File: config.mk
export PLATFORM = sky130hd
export DESIGN_NAME = div_unit
export DESIGN_NICKNAME = d
export VERILOG_FILES = /design/src/rtl/div_unit.sv
export SDC_FILE = /design/constraint.sdc
export NUM_CORES = 1
export LEC_CHECK = 0
export ABC_CLOCK_PERIOD_IN_PS = 10550
export CAP_MARGIN = 20
export CORE_ASPECT_RATIO = 1.1
export CORE_UTILIZATION = 25
export CTS_BUF_LIST = sky130_fd_sc_hd__clkbuf_8
export CTS_CLUSTER_DIAMETER = 80
export DETAILED_ROUTE_END_ITERATION = 7
export MAX_ROUTING_LAYER = met4
export PLACE_DENSITY_LB_ADDON = 0.3
export RECOVER_POWER = 100
export SLEW_MARGIN = 20
export SYNTH_ARGS = -nofsm -noshare
export SYNTH_HDL_FRONTEND = slang
export SYNTH_SLANG_ARGS = --single-unit
File: constraint.sdc
create_clock -name clk_i -period 10.55 [get_ports clk_i]
set_clock_uncertainty 0.05 [all_clocks]
set_input_delay 1.055 -clock clk_i [delete_from_list [all_inputs] [get_ports clk_i]]
set_output_delay 1.055 -clock clk_i [all_outputs]
set_load 0.01 [all_outputs]
File: src/rtl/div_unit.sv
// Iterative restoring radix-2 divider (DIV/DIVU/REM/REMU), one quotient bit per cycle.
// Division by zero and signed overflow bypass the iteration and complete one edge after accept.
module div_unit #(
  parameter int unsigned DWIDTH = 32
) (
  input  logic              clk_i,
  input  logic              rst_i,
  input  logic              flush_i,
  input  logic              valid_i,
  output logic              ready_o,
  input  logic [1:0]        op_i,
  input  logic [DWIDTH-1:0] op1_i,
  input  logic [DWIDTH-1:0] op2_i,
  output logic              valid_o,
  input  logic              ready_i,
  output logic [DWIDTH-1:0] res_o
);

  localparam int unsigned CW = (DWIDTH > 1) ? $clog2(DWIDTH) : 1;
  localparam logic [DWIDTH-1:0] MOST_NEG = {1'b1, {(DWIDTH-1){1'b0}}};

  typedef enum logic [1:0] {
    IDLE = 2'd0,
    ITER = 2'd1,
    DONE = 2'd2
  } state_e;

  state_e            state_q, state_d;
  logic [CW-1:0]     cnt_q, cnt_d;
  logic [DWIDTH-1:0] rem_q, rem_d;
  logic [DWIDTH-1:0] quo_q, quo_d;
  logic [DWIDTH-1:0] dvs_q, dvs_d;
  logic [DWIDTH-1:0] res_q, res_d;
  logic              sel_rem_q, sel_rem_d;
  logic              neg_quo_q, neg_quo_d;
  logic              neg_rem_q, neg_rem_d;

  logic [DWIDTH:0]   shifted;
  logic [DWIDTH:0]   diff;
  logic [DWIDTH-1:0] rem_nxt;
  logic [DWIDTH-1:0] quo_nxt;
  logic              a_neg;
  logic              b_neg;

  always_comb begin
    state_d   = state_q;
    cnt_d     = cnt_q;
    rem_d     = rem_q;
    quo_d     = quo_q;
    dvs_d     = dvs_q;
    res_d     = res_q;
    sel_rem_d = sel_rem_q;
    neg_quo_d = neg_quo_q;
    neg_rem_d = neg_rem_q;

    // quo_q doubles as the dividend shift register: its MSB feeds the partial remainder
    shifted = {rem_q, quo_q[DWIDTH-1]};
    diff    = shifted - {1'b0, dvs_q};
    rem_nxt = diff[DWIDTH] ? shifted[DWIDTH-1:0] : diff[DWIDTH-1:0];
    quo_nxt = {quo_q[DWIDTH-2:0], ~diff[DWIDTH]};

    a_neg = ~op_i[0] & op1_i[DWIDTH-1];
    b_neg = ~op_i[0] & op2_i[DWIDTH-1];

    unique case (state_q)
      IDLE: begin
        if (valid_i) begin
          sel_rem_d = op_i[1];
          if (op2_i == '0) begin
            res_d   = op_i[1] ? op1_i : '1;
            state_d = DONE;
          end else if (!op_i[0] && (op1_i == MOST_NEG) && (op2_i == '1)) begin
            res_d   = op_i[1] ? '0 : op1_i;
            state_d = DONE;
          end else begin
            quo_d     = a_neg ? -op1_i : op1_i;
            dvs_d     = b_neg ? -op2_i : op2_i;
            rem_d     = '0;
            neg_quo_d = a_neg ^ b_neg;
            neg_rem_d = a_neg;
            cnt_d     = CW'(DWIDTH - 1);
            state_d   = ITER;
          end
        end
      end
      ITER: begin
        rem_d = rem_nxt;
        quo_d = quo_nxt;
        if (cnt_q == '0) begin
          // sign correction is folded into the final iteration so DONE needs no extra cycle
          if (sel_rem_q) res_d = neg_rem_q ? -rem_nxt : rem_nxt;
          else           res_d = neg_quo_q ? -quo_nxt : quo_nxt;
          state_d = DONE;
        end else begin
          cnt_d = cnt_q - CW'(1);
        end
      end
      DONE: begin
        if (ready_i) state_d = IDLE;
      end
      default: state_d = IDLE;
    endcase

    if (flush_i) state_d = IDLE;
  end

  always_ff @(posedge clk_i) begin
    if (rst_i) begin
      state_q   <= IDLE;
      cnt_q     <= '0;
      rem_q     <= '0;
      quo_q     <= '0;
      dvs_q     <= '0;
      res_q     <= '0;
      sel_rem_q <= 1'b0;
      neg_quo_q <= 1'b0;
      neg_rem_q <= 1'b0;
    end else begin
      state_q   <= state_d;
      cnt_q     <= cnt_d;
      rem_q     <= rem_d;
      quo_q     <= quo_d;
      dvs_q     <= dvs_d;
      res_q     <= res_d;
      sel_rem_q <= sel_rem_d;
      neg_quo_q <= neg_quo_d;
      neg_rem_q <= neg_rem_d;
    end
  end

  assign ready_o = (state_q == IDLE);
  assign valid_o = (state_q == DONE);
  assign res_o   = valid_o ? res_q : '0;

endmodule

; After elaboration in Yosys (flattened, before gate mapping)
; Cells that the tools add are included.
[totals]
wordCells = 80
out_inout_bits = 34
register_bits = 138
input_bits = 71
[op_classes]
n_bitwise = 7
add_sub_neg = 6
muxes = 33
n_reduce_logical = 14
eq_ne = 11
[op_table]
columns = cell, count
row1 = two-way mux 32 bit, 19
row2 = one-hot mux 32 bit (2 select lines), 3
row3 = negation 32 bit, 4
row4 = equality test 32 bit (second input constant), 2
row5 = subtractor 33 x 32 -> 33 bit, 1
row6 = logical NOT 32 bit, 1
row7 = two-way mux 5 bit, 4
row8 = AND reduction 4 bit, 3
row9 = two-way mux 2 bit, 5
row10 = != test 2 bit (second input constant), 5
row11 = one-hot mux 5 bit (2 select lines), 1
row12 = one-hot mux 2 bit (3 select lines), 1
row13 = logical NOT 5 bit, 1
row14 = AND reduction 5 bit, 1
row15 = subtractor 5 x 1 -> 5 bit (second input constant), 1
row16 = inverter 1 bit, 4
row17 = != test 3 x 1 -> 1 bit (second input constant), 1
row18 = AND reduction 3 bit, 1
row19 = AND 1 bit, 2
row20 = equality test 2 x 1 -> 1 bit (second input constant), 1
row21 = equality test 2 bit (second input constant), 1
row22 = logical AND 1 bit, 2
row23 = logical NOT 2 bit, 1
row24 = != test 2 x 1 -> 1 bit (second input constant), 1
row25 = 5 further kinds, 5

; Depth between registers and ports, before layout
[logic_depth]
depth_word = 7
ltp_mapped = 22
ltp_nobuf = 21

; Worst setup path after synthesis
; No wires, ideal clock.
[synth_timing]
kind = flip-flop to flip-flop
start = register quo_q[31]
end = register res_q[30]
t_required_ps = 10385
path_stages_with_launch = 22
setup_ps = 115
setup_slack_ps = 5824
arrival_time_ps = 4562
synth_period_minus_slack_ps = 4726
path_buffers = 2
path_cell_list = dfxtp_1 > inv_1 > ha_1 > inv_1 > fa_1 > a211oi_2 > o31ai_4 > nand3_2 > a2111oi_4 > nor3_1 > nor2_4 > buf_2 > buf_2 > mux2i_1 > ha_1 > nand3_1 > nor4_1 > mux2i_1 > nor4_2 > nand3_1 > o211a_1 > o21a_1
[synth_via]
elab_chain_len = 7
word_cells_on_any_way = 10
classes_between = 3 x add/sub / 6 x mux / 1 x bitwise
[synth_lines]
columns = item, line_no
row1 = from (decl), 31  ; logic [DWIDTH-1:0] quo_q, quo_d;
row2 = from (signal assigned), 122  ; quo_q <= quo_d;
row3 = subtractor 33 x 32 -> 33 bit, 58  ; diff = shifted - {1'b0, dvs_q};
row4 = two-way mux 32 bit / inverter 1 bit (equally long branches), "59, 60"
row5 = "negation 32 bit, on equally long branches", "91, 92"
row6 = "two-way mux 32 bit, on equally long branches", "91, 92"
row7 = two-way mux 32 bit (*), 91  ; if (sel_rem_q) res_d = neg_rem_q ? -rem_nxt : rem_nxt;
row8 = two-way mux 32 bit (*), 89  ; if (cnt_q == '0) begin
row9 = one-hot mux 32 bit (2 select lines) (*), 65  ; unique case (state_q)
row10 = to (signal assigned), 124  ; res_q <= res_d;
row11 = to (decl), 33  ; logic [DWIDTH-1:0] res_q, res_d;
; Every way passes the cells marked *; elsewhere a longest branch is shown, timed or not. The select of a mux whose other input is x is not followed.
; A chain may end at the register's enable or synchronous reset.

; Worst setup path after layout
[layout_timing]
start = input op2_i[6]
end = register res_q[23]
[layout_via]
elab_chain_len = 4
word_cells_on_any_way = 8
classes_between = 2 x eq/ne / 3 x mux / 3 x reduce/logical
[layout_lines]
columns = item, line_no
row1 = from (decl), 13  ; input logic [DWIDTH-1:0] op2_i,
row2 = equality test 32 bit / logical NOT 32 bit (equally long branches), "72, 69"
row3 = logical AND 1 bit / two-way mux 32 bit (equally long branches), "72, 69"
row4 = != test 3 x 1 -> 1 bit (no line) / two-way mux 32 bit (equally long branches), -
row5 = AND reduction 4 bit (no line) / one-hot mux 32 bit (2 select lines) (equally long branches), -
; Several ways; a longest one is shown, not always the timed one. The select of a mux whose other input is x is not followed.

==> impl_metrics.py <==
metrics = {
    "worst_setup_path": {
        "crit_fanout": 55,
        "slowest_delay_ps": 1790,
        "worstPathRequired_ps": 10890,
        "critical_path_depth": 11,
        "r2r_cells": 22,
        "crit_slowest_cell": "clkbuf_1",
        "cpLargestDelayFamily": "buffers and inverters",
        "critPathBufInv": 2,
        "crit_type": "in -> reg",
        "crit_chain": "dlygate4sd3_1, or4_1, nor3_1, nand4_1, nor4_1, clkbuf_1, nor2_1, or3b_1, a21oi_1, o21ai_0, o31ai_1",
        "end_kind": "flop",
        "crit_arrival_ps": 7940,
        "startpoint_type": "input pin",
    },
    "detailed_routing": {
        "wirelength_mm": 44.4,
        "antenna_left": 0,
        "via_count": 12464,
        "drt-initial-drc-count": 1035,
        "viasPerCell": 5.29,
        "drcViolationCount": 0,
        "firstDrtPassIters": 5,
        "wire_per_inst_um": 18.9,
    },
    "logic_synthesis": {
        "async_flop_share_pct": 0,
        "ys_types": 91,
        "synth_area_mm2": 0.0121,
        "synth_area_per_cell_um2": 7.25,
        "syn-num-nets": 1779,
        "yosys_warnings": 0,
        "ys_seq_elements": 138,
        "synth_edf_count": 0,
        "synth_cells": 1668,
        "synth_ff_type": "dfxtp_1",
        "yosysSeqAreaShare_pct": 22.8,
    },
    "global_routing": {
        "globalRouteTotalUtil_pct": 18.6,
        "grt_antenna_before_repair": 0,
        "grt_max_degree": 79,
        "overflow": 0,
        "grt_pass1_vias": 11672,
        "grt_pass1_wl_mm": 68.8,
    },
    "min_path": {
        "holdPathStages": 2,
        "hold_path_class": "reg -> reg",
    },
    "cts": {
        "cts_resized": 0,
        "root_buffer": "clkbuf_8",
        "ctsHoldBuffers": 0,
        "clock-sinks": 138,
        "cts_tree": "done",
        "h-tree-depth": 4,
        "clk_pin_slew_ps": 80,
        "cts_made_buffers": 17,
        "cts_post_setup_buffers_inserted": 0,
        "clk_path_buf_depth": 2,
        "insertion_delay_ps": 490,
    },
    "power": {
        "power_uw": 1440,
        "p_per_area_mw_per_mm2": 103,
        "p_leak_uw": 0.00486,
        "clkPwrFrac_pct": 33.3,
        "p_seq_share_pct": 39.8,
        "p_int_uw": 937,
        "power_switching_uw": 505,
        "pwr-share-comb_pct": 26.8,
        "p_sw_share_pct": 35.0,
        "peakVddDrop_uv": 72.8,
    },
    "placed_design": {
        "io_buffers": 104,
        "place_hpwl_mm": 33.5,
        "place_congestion": 0.913,
    },
    "sta": {
        "setup_viol": 0,
        "finalSetupTns_ps": 0,
        "fmaxAchievable_ghz": 0.131,
        "finalMaxSlewViolations": 114,
        "worstMarginPinSlew_ps": 2500,
        "rsz0062_at_grt": "false",
        "fin_crit_sh_pct": 72.1,
        "fin_crit_ps": 7600,
        "finalHoldViolCount": 0,
        "relSlewSlack_pct": -66.7,
    },
    "layout": {
        "antenna_cells": 0,
        "multi_input_area_mm2": 0.00862,
        "final_layout_size_suffix_gt1_share_pct": 5.67,
        "fill_cells": 5171,
        "utilization_pct": 29.3,
        "final-seq-area_mm2": 0.00276,
        "syn2layout_area_growth_pct": 15.9,
        "fin_nets": 1809,
    },
    "floorplanning": {
        "core_mm2": 0.0478,
        "die_h_um": 233,
        "die_x_um": 212,
        "num_rows": 84,
        "ioPinCount": 105,
        "die_area_mm2": 0.0493,
        "initial_utilization_pct": 25.3,
    },
    "outcome": {
        "status": "finished with violations",
        "violations": "capacitance limit, slew limit",
    },
    "run": {
        "maxCapViolCount": 3,
    },
}
## per-stage QoR
stage / setup slack (ps) / area (um^2) / instances / hold WS [ps]
after detailed placement: 4630 / 13600 / 2323 / 400
final: 2950 / 14000 / 2356 / 411
after floorplan: 5820 / 12100 / 1668 / 377
after global placement: 4680 / 13600 / 2323 / 399
after CTS: 4690 / 14100 / 2355 / 418
after global routing: 2520 / 14000 / 2356 / 443
## synthesized netlist by cell type, types with 6 or more instances
cell | instances | area [um^2]
xor2_1 | 66 | 578
mux2i_1 | 20 | 200
buf_2 | 14 | 70.1
nand4_1 | 22 | 138
and4_1 | 6 | 52.6
and3_1 | 8 | 50.1
o211ai_1 | 10 | 75.1
nor3_1 | 50 | 250
a211oi_1 | 85 | 638
nor4_1 | 17 | 106
maj3_1 | 10 | 100
or3_1 | 9 | 56.3
a211o_1 | 9 | 78.8
o31ai_1 | 29 | 218
and2_1 | 41 | 257
mux2_2 | 10 | 113
xnor2_1 | 63 | 552
o31a_1 | 8 | 70.1
o41ai_1 | 15 | 131
nor2_1 | 256 | 961
o21a_1 | 7 | 52.6
nand3b_1 | 7 | 52.6
nand2b_1 | 10 | 62.6
or4_1 | 18 | 135
a21oi_1 | 158 | 791
a311oi_1 | 13 | 114
nor2b_1 | 9 | 56.3
ha_1 | 39 | 488
or2_2 | 7 | 43.8
o22ai_1 | 7 | 43.8
nand3_1 | 25 | 125
nand2_1 | 107 | 402
dfxtp_1 | 138 | 2760
inv_1 | 61 | 229
o21ai_0 | 87 | 435
a22oi_1 | 15 | 113
clkbuf_1 | 85 | 319
a21o_1 | 13 | 97.6
buf_1 | 7 | 26.3
a31oi_1 | 15 | 93.8
## worst paths after layout
| check | slack, ps | startpoint | endpoint |
|---|---|---|---|
| worst max-delay path | 2950 | op2_i[6] | res_q[23]$_SDFFE_PP0P_ |
| worst min-delay path | 410 | dvs_q[31]$_SDFFE_PP0P_ | dvs_q[31]$_SDFFE_PP0P_ |
| worst max register to register | 4610 | quo_q[31]$_SDFFE_PP0P_ | res_q[30]$_SDFFE_PP0P_ |
| worst min register to register | 410 | dvs_q[31]$_SDFFE_PP0P_ | dvs_q[31]$_SDFFE_PP0P_ |
## metal layers
| metal | track usage [%] | part of all wire [%] | up-vias |
|---|---|---|---|
| met5 | - | 0 | - |
| met4 | 6.34 | 2.9 | 0 |
| met3 | 1.96 | 4.7 | 57 |
| met2 | 30.8 | 48 | 373 |
| met1 | 23.4 | 45 | 5902 |
| li1 | - | - | 6132 |
## power groups by stage
| stage | combinational [uW] | clock, uW | sequential (uW) |
|---|---|---|---|
| 2_1_floorplan | 264 | 0 | 577 |
| 3_3_place_gp | 382 | 0 | 585 |
| 3_5_place_dp | 384 | 0 | 586 |
| 4_1_cts | 386 | 490 | 574 |
| 5_1_grt | 426 | 509 | 578 |
| 6_report | 387 | 481 | 574 |
## logic make-up (layout without fill, tap and decap cells)
group                      after synthesis  after routing  synth area share (%)
and+or+nand+nor                        618            618                  25.1
AOI/OAI and AO/OA                      528            528                  29.3
buffers and inverters                  175            218                  5.89
DFF                                    138            138                  22.8
xor gates and xnor gates               129            129                  9.34
adders and majority gates               50             50                  5.03
muxes                                   30             30                  2.59
## placed cells by master (no fill, tap or decap), types with 13 or more instances in the layout
cell type	count
nand4_1	22
buf_4	17
inv_1	63
o21ai_0	87
and2_0	32
clkdlybuf4s50_1	99
xnor2_1	63
nor4_1	18
a31oi_1	15
nand3_1	25
a21o_1	13
nand2_1	107
nor3_1	49
nor2_1	256
xor2_1	66
or4_1	18
o31ai_1	30
ha_1	39
a211oi_1	85
o41ai_1	16
a21oi_1	158
dfxtp_1	138
a311oi_1	13
mux2i_1	20
a22oi_1	15
clkbuf_8	19
## sequential cells by signal (all words and copies together), names as in the netlist, 2 cells and up
| name | count |
|---|---|
| cnt_q | 5 |
| res_q | 32 |
| rem_q | 32 |
| dvs_q | 32 |
| quo_q | 32 |
| state_q | 2 |
## area by class of cell
type,count,share of cell area (%)
Clock buffer,19,1.87
Clock inverter,13,1.09
Inverter,62,1.66
Multi-Input combinational cell,1355,61.5
Sequential cell,138,19.7
Tap cell,645,5.76
Timing Repair Buffer,124,8.38
## worst min-delay path: stages, from the launching register on
cell and delay (ps):
dfxtp_1 320, nand2_1 50, a21oi_1 50
(Power assumes the default switching activity.)
